## config.mk

```make
export PLATFORM = sky130hd
export DESIGN_NAME = rx_pkt_fifo_ctrl
export DESIGN_NICKNAME = d
export VERILOG_FILES = /design/src/rtl/rx_pkt_fifo_ctrl.sv
export SDC_FILE = /design/constraint.sdc
export NUM_CORES = 1
export LEC_CHECK = 0
export ABC_AREA = 1
export BUFFER_PORTS_ARGS = -buffer_cell sky130_fd_sc_hd__buf_2
export CORE_ASPECT_RATIO = 0.8
export CORE_UTILIZATION = 30
export CTS_BUF_LIST = sky130_fd_sc_hd__clkbuf_2
export DETAILED_ROUTE_END_ITERATION = 8
export GPL_TIMING_DRIVEN = 0
export SLEW_MARGIN = 20
export SYNTH_ARGS = -nofsm -noshare
export SYNTH_HDL_FRONTEND = slang
export SYNTH_SLANG_ARGS = --single-unit
```

## constraint.sdc

```tcl
create_clock -name Clk -period 5.5 [get_ports Clk]
set_input_delay 0.275 -clock Clk [delete_from_list [all_inputs] [get_ports Clk]]
set_output_delay 0.275 -clock Clk [all_outputs]
set_load 0.1 [all_outputs]
```

## src/rtl/rx_pkt_fifo_ctrl.sv

```systemverilog
// RX packet FIFO controller: writes frames into a dual-port RAM, commits them only on a
// good EOP, rolls back errored or overflowed frames, and serves committed words to the reader.
module rx_pkt_fifo_ctrl #(
  parameter int DATA_WIDTH = 36,
  parameter int ADDR_WIDTH = 9
) (
  input  logic                  Clk,
  input  logic                  Reset,
  input  logic                  wr_valid,
  input  logic [DATA_WIDTH-2:0] wr_data,
  input  logic                  wr_eop,
  input  logic                  wr_err,
  output logic                  wr_full,
  output logic                  overflow,
  output logic [15:0]           drop_cnt,
  output logic                  rd_valid,
  input  logic                  rd_ready,
  output logic [DATA_WIDTH-2:0] rd_data,
  output logic                  rd_eop,
  output logic [ADDR_WIDTH:0]   frame_cnt,
  output logic [ADDR_WIDTH-1:0] ram_address_a,
  output logic [DATA_WIDTH-1:0] ram_data_a,
  output logic                  ram_wren_a,
  output logic [ADDR_WIDTH-1:0] ram_address_b,
  input  logic [DATA_WIDTH-1:0] ram_q_b
);

  localparam int PW = ADDR_WIDTH + 1;
  localparam logic [PW-1:0] DEPTH_P = {1'b1, {ADDR_WIDTH{1'b0}}};

  typedef enum logic [1:0] {
    W_IDLE  = 2'd0,
    W_FRAME = 2'd1,
    W_DROP  = 2'd2
  } wstate_e;

  wstate_e       state_q, state_d;
  logic [PW-1:0] wr_ptr_q, wr_ptr_d;
  logic [PW-1:0] commit_ptr_q, commit_ptr_d;
  logic [PW-1:0] rd_ptr_q, rd_ptr_d;
  logic [PW-1:0] frame_cnt_q, frame_cnt_d;
  logic [15:0]   drop_cnt_q, drop_cnt_d;
  logic          overflow_q, overflow_d;

  logic full;
  logic accept;
  logic ovf_hit;
  logic commit;
  logic rollback;
  logic pop;
  logic pop_eop;

  // Occupancy counts uncommitted words too, so an oversized frame always runs into full.
  always_comb begin
    full     = ((wr_ptr_q - rd_ptr_q) == DEPTH_P);
    accept   = wr_valid & ~full & (state_q != W_DROP);
    ovf_hit  = wr_valid & full & (state_q != W_DROP);
    commit   = accept & wr_eop & ~wr_err;
    rollback = accept & wr_eop & wr_err;
    pop      = (rd_ptr_q != commit_ptr_q) & rd_ready;
    pop_eop  = pop & ram_q_b[DATA_WIDTH-1];
  end

  always_comb begin
    state_d = state_q;
    case (state_q)
      W_IDLE: begin
        if (accept & ~wr_eop) begin
          state_d = W_FRAME;
        end else if (ovf_hit & ~wr_eop) begin
          state_d = W_DROP;
        end
      end
      W_FRAME: begin
        if (accept & wr_eop) begin
          state_d = W_IDLE;
        end else if (ovf_hit) begin
          state_d = wr_eop ? W_IDLE : W_DROP;
        end
      end
      W_DROP: begin
        if (wr_valid & wr_eop) begin
          state_d = W_IDLE;
        end
      end
      default: state_d = W_IDLE;
    endcase
  end

  always_comb begin
    wr_ptr_d     = wr_ptr_q;
    commit_ptr_d = commit_ptr_q;
    rd_ptr_d     = rd_ptr_q;
    frame_cnt_d  = frame_cnt_q;
    drop_cnt_d   = drop_cnt_q;
    overflow_d   = ovf_hit;

    // A discarded frame rewinds the write pointer to the last committed boundary.
    if (rollback | ovf_hit) begin
      wr_ptr_d = commit_ptr_q;
    end else if (accept) begin
      wr_ptr_d = wr_ptr_q + PW'(1);
    end

    if (commit) begin
      commit_ptr_d = wr_ptr_q + PW'(1);
    end

    if (pop) begin
      rd_ptr_d = rd_ptr_q + PW'(1);
    end

    case ({commit, pop_eop})
      2'b10:   frame_cnt_d = frame_cnt_q + PW'(1);
      2'b01:   frame_cnt_d = frame_cnt_q - PW'(1);
      default: frame_cnt_d = frame_cnt_q;
    endcase

    if ((rollback | ovf_hit) && (drop_cnt_q != 16'hFFFF)) begin
      drop_cnt_d = drop_cnt_q + 16'd1;
    end
  end

  always_ff @(posedge Clk) begin
    if (Reset) begin
      state_q      <= W_IDLE;
      wr_ptr_q     <= '0;
      commit_ptr_q <= '0;
      rd_ptr_q     <= '0;
      frame_cnt_q  <= '0;
      drop_cnt_q   <= '0;
      overflow_q   <= 1'b0;
    end else begin
      state_q      <= state_d;
      wr_ptr_q     <= wr_ptr_d;
      commit_ptr_q <= commit_ptr_d;
      rd_ptr_q     <= rd_ptr_d;
      frame_cnt_q  <= frame_cnt_d;
      drop_cnt_q   <= drop_cnt_d;
      overflow_q   <= overflow_d;
    end
  end

  assign wr_full       = full;
  assign overflow      = overflow_q;
  assign drop_cnt      = drop_cnt_q;
  assign rd_valid      = (rd_ptr_q != commit_ptr_q);
  assign rd_data       = ram_q_b[DATA_WIDTH-2:0];
  assign rd_eop        = ram_q_b[DATA_WIDTH-1];
  assign frame_cnt     = frame_cnt_q;
  assign ram_address_a = wr_ptr_q[ADDR_WIDTH-1:0];
  assign ram_data_a    = {wr_eop, wr_data};
  assign ram_wren_a    = accept;
  assign ram_address_b = rd_ptr_q[ADDR_WIDTH-1:0];

endmodule
```

# After elaboration in Yosys (flattened, before gate mapping)
# Cells that the tools add are included.
[classes] reduce_logical=5 eq_ne=11 n_addsub=6 n_mux=10 bitwise=16
[ops] op="10-bit by 1-bit adder with 10-bit output, second input constant" count=3
[ops] op="10-bit two-way mux" count=2
[ops] op="10-bit case mux with 2 select lines" count=1
[ops] op="16-bit by 1-bit adder with 16-bit output, second input constant" count=1
[ops] op="16-bit inequality test, second input constant" count=1
[ops] op="1-bit bitwise AND" count=12
[ops] op="2-bit two-way mux" count=6
[ops] op="10-bit equality test, second input constant" count=1
[ops] op="10-bit inequality test" count=1
[ops] op="10-bit by 1-bit subtractor with 10-bit output, second input constant" count=1
[ops] op="10-bit subtractor" count=1
[ops] op="3-bit inequality test, second input constant" count=2
[ops] op="2-bit case mux with 3 select lines" count=1
[ops] op="2-bit by 1-bit equality test with 1-bit output, second input constant" count=2
[ops] op="2-bit equality test, second input constant" count=2
[ops] op="2-bit inequality test, second input constant" count=2
[ops] op="2-bit nonzero test" count=2
[ops] op="1-bit inverter" count=3
[ops] op="3-bit AND reduction" count=1
[ops] op="2-bit zero test" count=1
[ops] op="1-bit logical AND" count=1
[ops] op="1-bit bitwise OR" count=1
[word_totals] wordCells=55 out_inout_bits=120 ff_bits=59 input_bits=77

# Depth between registers and ports, before layout
[logic_depth] ltp_word=9 mapped_depth=30 mapped_depth_nobuf=29

# Worst setup path after synthesis
# No wires, ideal clock.
[synth_timing] kind="reg-to-reg" from="reg rd_ptr_q[5]" to="reg frame_cnt_q[8], in the netlist frame_cnt[8]" required_time_ns=5.385 arrival_ns=4.679 synth_period_minus_slack_ns=4.795 path_slack_ns=0.705 path_stages_with_launch=26 path_buffers=1 path_cell_list="dfxtp_1 inv_1 ha_1 a21oi_2 nor2_1 nor2_1 nand2_1 nand2_1 nand2_1 nand2_2 nor2_4 a21oi_2 nand3b_1 clkbuf_1 ha_1 ha_1 a21oi_1 nand2_1 a21o_1 a21oi_1 nor2_1 o21ai_0 nand2_1 xor2_1 o21ai_0 inv_1"
[synth_via] elab_chain_len=9 elab_cells_between_ends=14 classes_between="add/sub (1); eq/ne (4); mux (1); bitwise (7); reduce/logical (1)"
[synth_lines] element="from (decl)" line="40" text="logic [PW-1:0] rd_ptr_q, rd_ptr_d;"
[synth_lines] element="from (signal assigned)" line="137" text="rd_ptr_q <= rd_ptr_d;"
[synth_lines] element="10-bit subtractor *" line="55" text="full = ((wr_ptr_q - rd_ptr_q) == DEPTH_P);"
[synth_lines] element="10-bit equality test *" line="55"
[synth_lines] element="1-bit inverter *" line="56" text="accept = wr_valid & ~full & (state_q != W_DROP);"
[synth_lines] element="1-bit bitwise AND * (2 in a row)" line="56"
[synth_lines] element="via ram_wren_a" line="23" text="output logic ram_wren_a,"
[synth_lines] element="1-bit bitwise AND * (2 in a row)" line="58" text="commit = accept & wr_eop & ~wr_err;"
[synth_lines] element="2-bit by 1-bit equality test with 1-bit output or 2-bit equality test (tied branches)" line="113" text="case ({commit, pop_eop})"
[synth_lines] element="10-bit case mux with 2 select lines or 2-bit nonzero test (tied branches)"
[synth_lines] element="to (signal assigned)" line="138" text="frame_cnt_q <= frame_cnt_d;"
[synth_lines] element="to (decl)" line="41" text="logic [PW-1:0] frame_cnt_q, frame_cnt_d;"
# Mark *: on every way through the listed nets, which the timed path passes. The rest lies on a longest branch.
# A chain may end at the register's enable or synchronous reset.

# Worst setup path after layout
[layout_timing] from="reg rd_ptr_q[5]" to="reg frame_cnt_q[8], in the netlist frame_cnt[8]"
[layout_via] elab_chain_len=9 elab_cells_between_ends=14 classes_between="add/sub (1); eq/ne (4); mux (1); bitwise (7); reduce/logical (1)"
[layout_lines] element="10-bit subtractor" line="55"
[layout_lines] element="10-bit equality test" line="55"
[layout_lines] element="1-bit inverter" line="56"
[layout_lines] element="1-bit bitwise AND (2 in a row)" line="56"
[layout_lines] element="1-bit bitwise AND (2 in a row)" line="58"
[layout_lines] element="2-bit by 1-bit equality test with 1-bit output or 2-bit equality test (tied branches)" line="113"
[layout_lines] element="10-bit case mux with 2 select lines or 2-bit nonzero test (tied branches)"
# Several ways; a longest one is shown, not always the timed one.

==> impl_metrics.py <==
metrics = {
    "setup_path": {
        "worst_setup_path_end_kind": "flop",
        "crit_path_start_kind": "flop",
        "critPathMaxFanout": 10,
        "cp_data_arrival_time_ps": 5100,
        "critPathTopFamily": "adder cells",
        "critPathSlowestCell": "ha_1",
        "worst_ep_required_time_ps": 5950,
        "max_stage_delay_ps": 530,
        "crit_path_cell_trace": "inv_1 > ha_1 > a21oi_2 > nor2_1 > nor2_1 > nand3_1 > nand2_1 > nand2_2 > nor2_4 > a21oi_2 > nand3b_1 > clkbuf_1 > ha_1 > ha_1 > a21oi_1 > nand2_1 > a21o_1 > a21oi_1 > nor2_1 > o21ai_0 > nand2_1 > xor2_1 > o21ai_0 > inv_1",
        "critPathBufInv": 3,
        "crit_type": "flop to flop",
    },
    "finish": {
        "final_cells": 1045,
        "drive_gt1_share_pct": 32.8,
        "final_nets": 930,
        "syn_to_final_growth_pct": 20.7,
        "stdcell_area_um2": 5750,
        "diodes": 0,
        "nFillCells": 1641,
    },
    "global_routing": {
        "grt_overflow": 0,
        "antenna_found_initial": 0,
        "grt_pass1_vias": 4006,
        "grt_pass1_wl_um": 19600,
        "grt_max_degree": 11,
        "grt_usage_pct": 15.2,
    },
    "cts": {
        "cts_buffer_depth": 2,
        "clk_pin_slew_worst_paths_ps": 180,
        "worstSkewPairLatency_ps": 530,
        "post_cts_buffers": 0,
        "clkSinkCount": 59,
        "hold_buffers": 0,
        "cts_buffers": 9,
        "cts_root_buf": "clkbuf_2",
        "cts_htree_levels": 3,
        "cts_tree": "done",
        "cts_resized": 0,
    },
    "logic_synthesis": {
        "syn_inst": 695,
        "synth_commonest_cells": "nand2_1 (119), buf_4 (90), inv_1 (83)",
        "synthSimpleGateAreaFrac_pct": 27.5,
        "synth_xor_area_share_pct": 6.99,
        "synth_most_common_cell": "nand2_1",
        "synth_top_area_share_pct": 24.8,
        "ys_types": 39,
        "ys_seq_area_share_pct": 24.8,
        "synth-seq-cells": 59,
        "netlist_area_um2": 4760,
        "yosys_warnings": 0,
        "avgSynthCellArea_um2": 6.86,
        "synth-async-reset-ratio_pct": 0,
        "synth_compound_area_share_pct": 11.8,
        "synth_ff_type": "dfxtp_1",
        "synth_area_leaders": "dfxtp_1 (25%), buf_4 (14%), nand2_1 (9.4%), inv_1 (6.5%), nand3_1 (6.5%)",
        "synth_nets": 794,
        "synth_top_family_by_area": "simple AND/OR/NAND/NOR gates",
        "synth_edf_count": 0,
        "synth_largest_area_cell": "dfxtp_1",
        "synth_mux_area_share_pct": 0,
        "synthAdderAreaFrac_pct": 5.93,
    },
    "floorplanning": {
        "die_w_um": 143,
        "die_area_um2": 16400,
        "die_height_um": 115,
        "ioPinCount": 197,
        "rows": 40,
        "start_util_pct": 31.2,
        "core_area_um2": 15300,
    },
    "timing": {
        "rsz0062_at_grt": "false",
        "finClkSkew_ps": 24.4,
        "fin_setup_tns_ps": 0,
        "worst_slew_pin_slew_ps": 805,
        "finalCritPeriodShare_pct": 84.5,
        "drv_slew": 0,
        "hold_viol": 0,
        "slew_headroom_pct": 46.3,
        "max_freq_mhz": 215,
        "setup_ws_ps": 855,
        "setup_viol": 0,
        "period_minus_slack_ps": 4650,
    },
    "power": {
        "intPower_mw": 0.804,
        "p_switching_mw": 0.937,
        "p_comb_share_pct": 55.9,
        "leakagePower_nw": 2.92,
        "total_power_mw": 1.74,
        "seqPwrFrac_pct": 28.7,
        "swShare_pct": 53.8,
        "clock_power_share_pct": 15.4,
        "irDropWorstVdd_mv": 0.125,
        "p_per_area_nw_per_um2": 303,
    },
    "route": {
        "vias": 4530,
        "drtIter0Drc": 197,
        "wl_per_cell_um": 11.8,
        "drt_pass1_iterations": 5,
        "wl_um": 12300,
        "drc_errors": 0,
        "drtAntennaViolNets": 0,
        "vias_per_cell": 4.33,
    },
    "placement": {
        "numPortBuffers": 125,
        "hpwl_um": 9830,
        "dp_slack_ps": 873,
        "place_congestion": 0.831,
        "dp.cells": 1030,
        "place_area_um2": 5650,
    },
    "flow_run": {
        "cap_violations": 0,
    },
    "worst_hold_path": {
        "hold_path.class": "input port to flop",
    },
    "status": {
        "status": "complete, no violations",
    },
}
==> routing by layer <==
layer,global-route usage [%],up-vias,wire length (um)
li1,-,2416,-
met2,23.1,96,5450
met1,21.6,2009,6200
met3,3.39,9,574
met5,0,-,0
met4,3.44,0,94
==> tightest hold or removal path, cell delays in order <==
cell	delay, ps
buf_2	90
nand2_1	90
o21ai_0	70
nor3b_1	130
==> sequential cells by signal (all words and copies together) (netlist names) <==
register      count
drop_cnt         16
rd_ptr_q         10
wr_ptr_q         10
overflow          1
commit_ptr_q     10
state_q           2
frame_cnt        10
==> final cells by class <==
class	count	area, um2	share of cell area, %
clock inverter	4	42.5	0.740
buffer	107	768	13.4
tap	210	263	4.57
timing repair buffer	125	626	10.9
sequential	59	1180	20.5
clock buffer	11	55.1	0.957
multi-input combinational	442	2490	43.3
inverter	87	327	5.68
==> power by group through the flow <==
stage	Sequential [mW]	Combinational, mW	Clock [mW]
floorplan	0.606	0.734	0
global placement	0.509	0.970	0
detailed placement	0.509	0.976	0
CTS	0.499	0.979	0.281
global route	0.506	1.06	0.296
finish	0.499	0.973	0.269
==> cell families after synthesis <==
kind of cell | after synthesis
compound gates | 98
simple gates | 284
fa+ha+maj | 22
xor+xnor | 38
flops | 59
buf+inv | 194
==> per-stage QoR <==
stage,hold WS (ps),util (%)
CTS,113,37.7
global placement,483,37.0
detailed placement,480,37.0
finish,144,37.7
floorplan,456,-
global route,151,37.7
==> final timing paths <==
check	startpoint	cells past startpoint	end	slack, ps
hold reg to reg	commit_ptr_q[8]	2	commit_ptr_q[8]	490
setup reg to reg	rd_ptr_q[5]	24	frame_cnt[8]	850
setup / recovery	rd_ptr_q[5]	24	frame_cnt[8]	850
hold / removal	rd_ready	4	rd_ptr_q[5]	140
==> cell usage in the layout (no fill, tap or decap), drive strengths merged, types with 2 or more instances in the layout <==
master	count
buf	221
nand2	139
inv	85
nand3	62
dfxtp	59
a21oi	58
nor2	55
o21ai	29
xor2	27
clkbuf	22
ha	21
xnor2	11
nor3	11
nand4	9
clkinv	5
o22ai	3
a221oi	3
nand3b	2
nor3b	2
nor4	2
a31oi	2
Note: power is estimated with default switching activity, not from simulation.
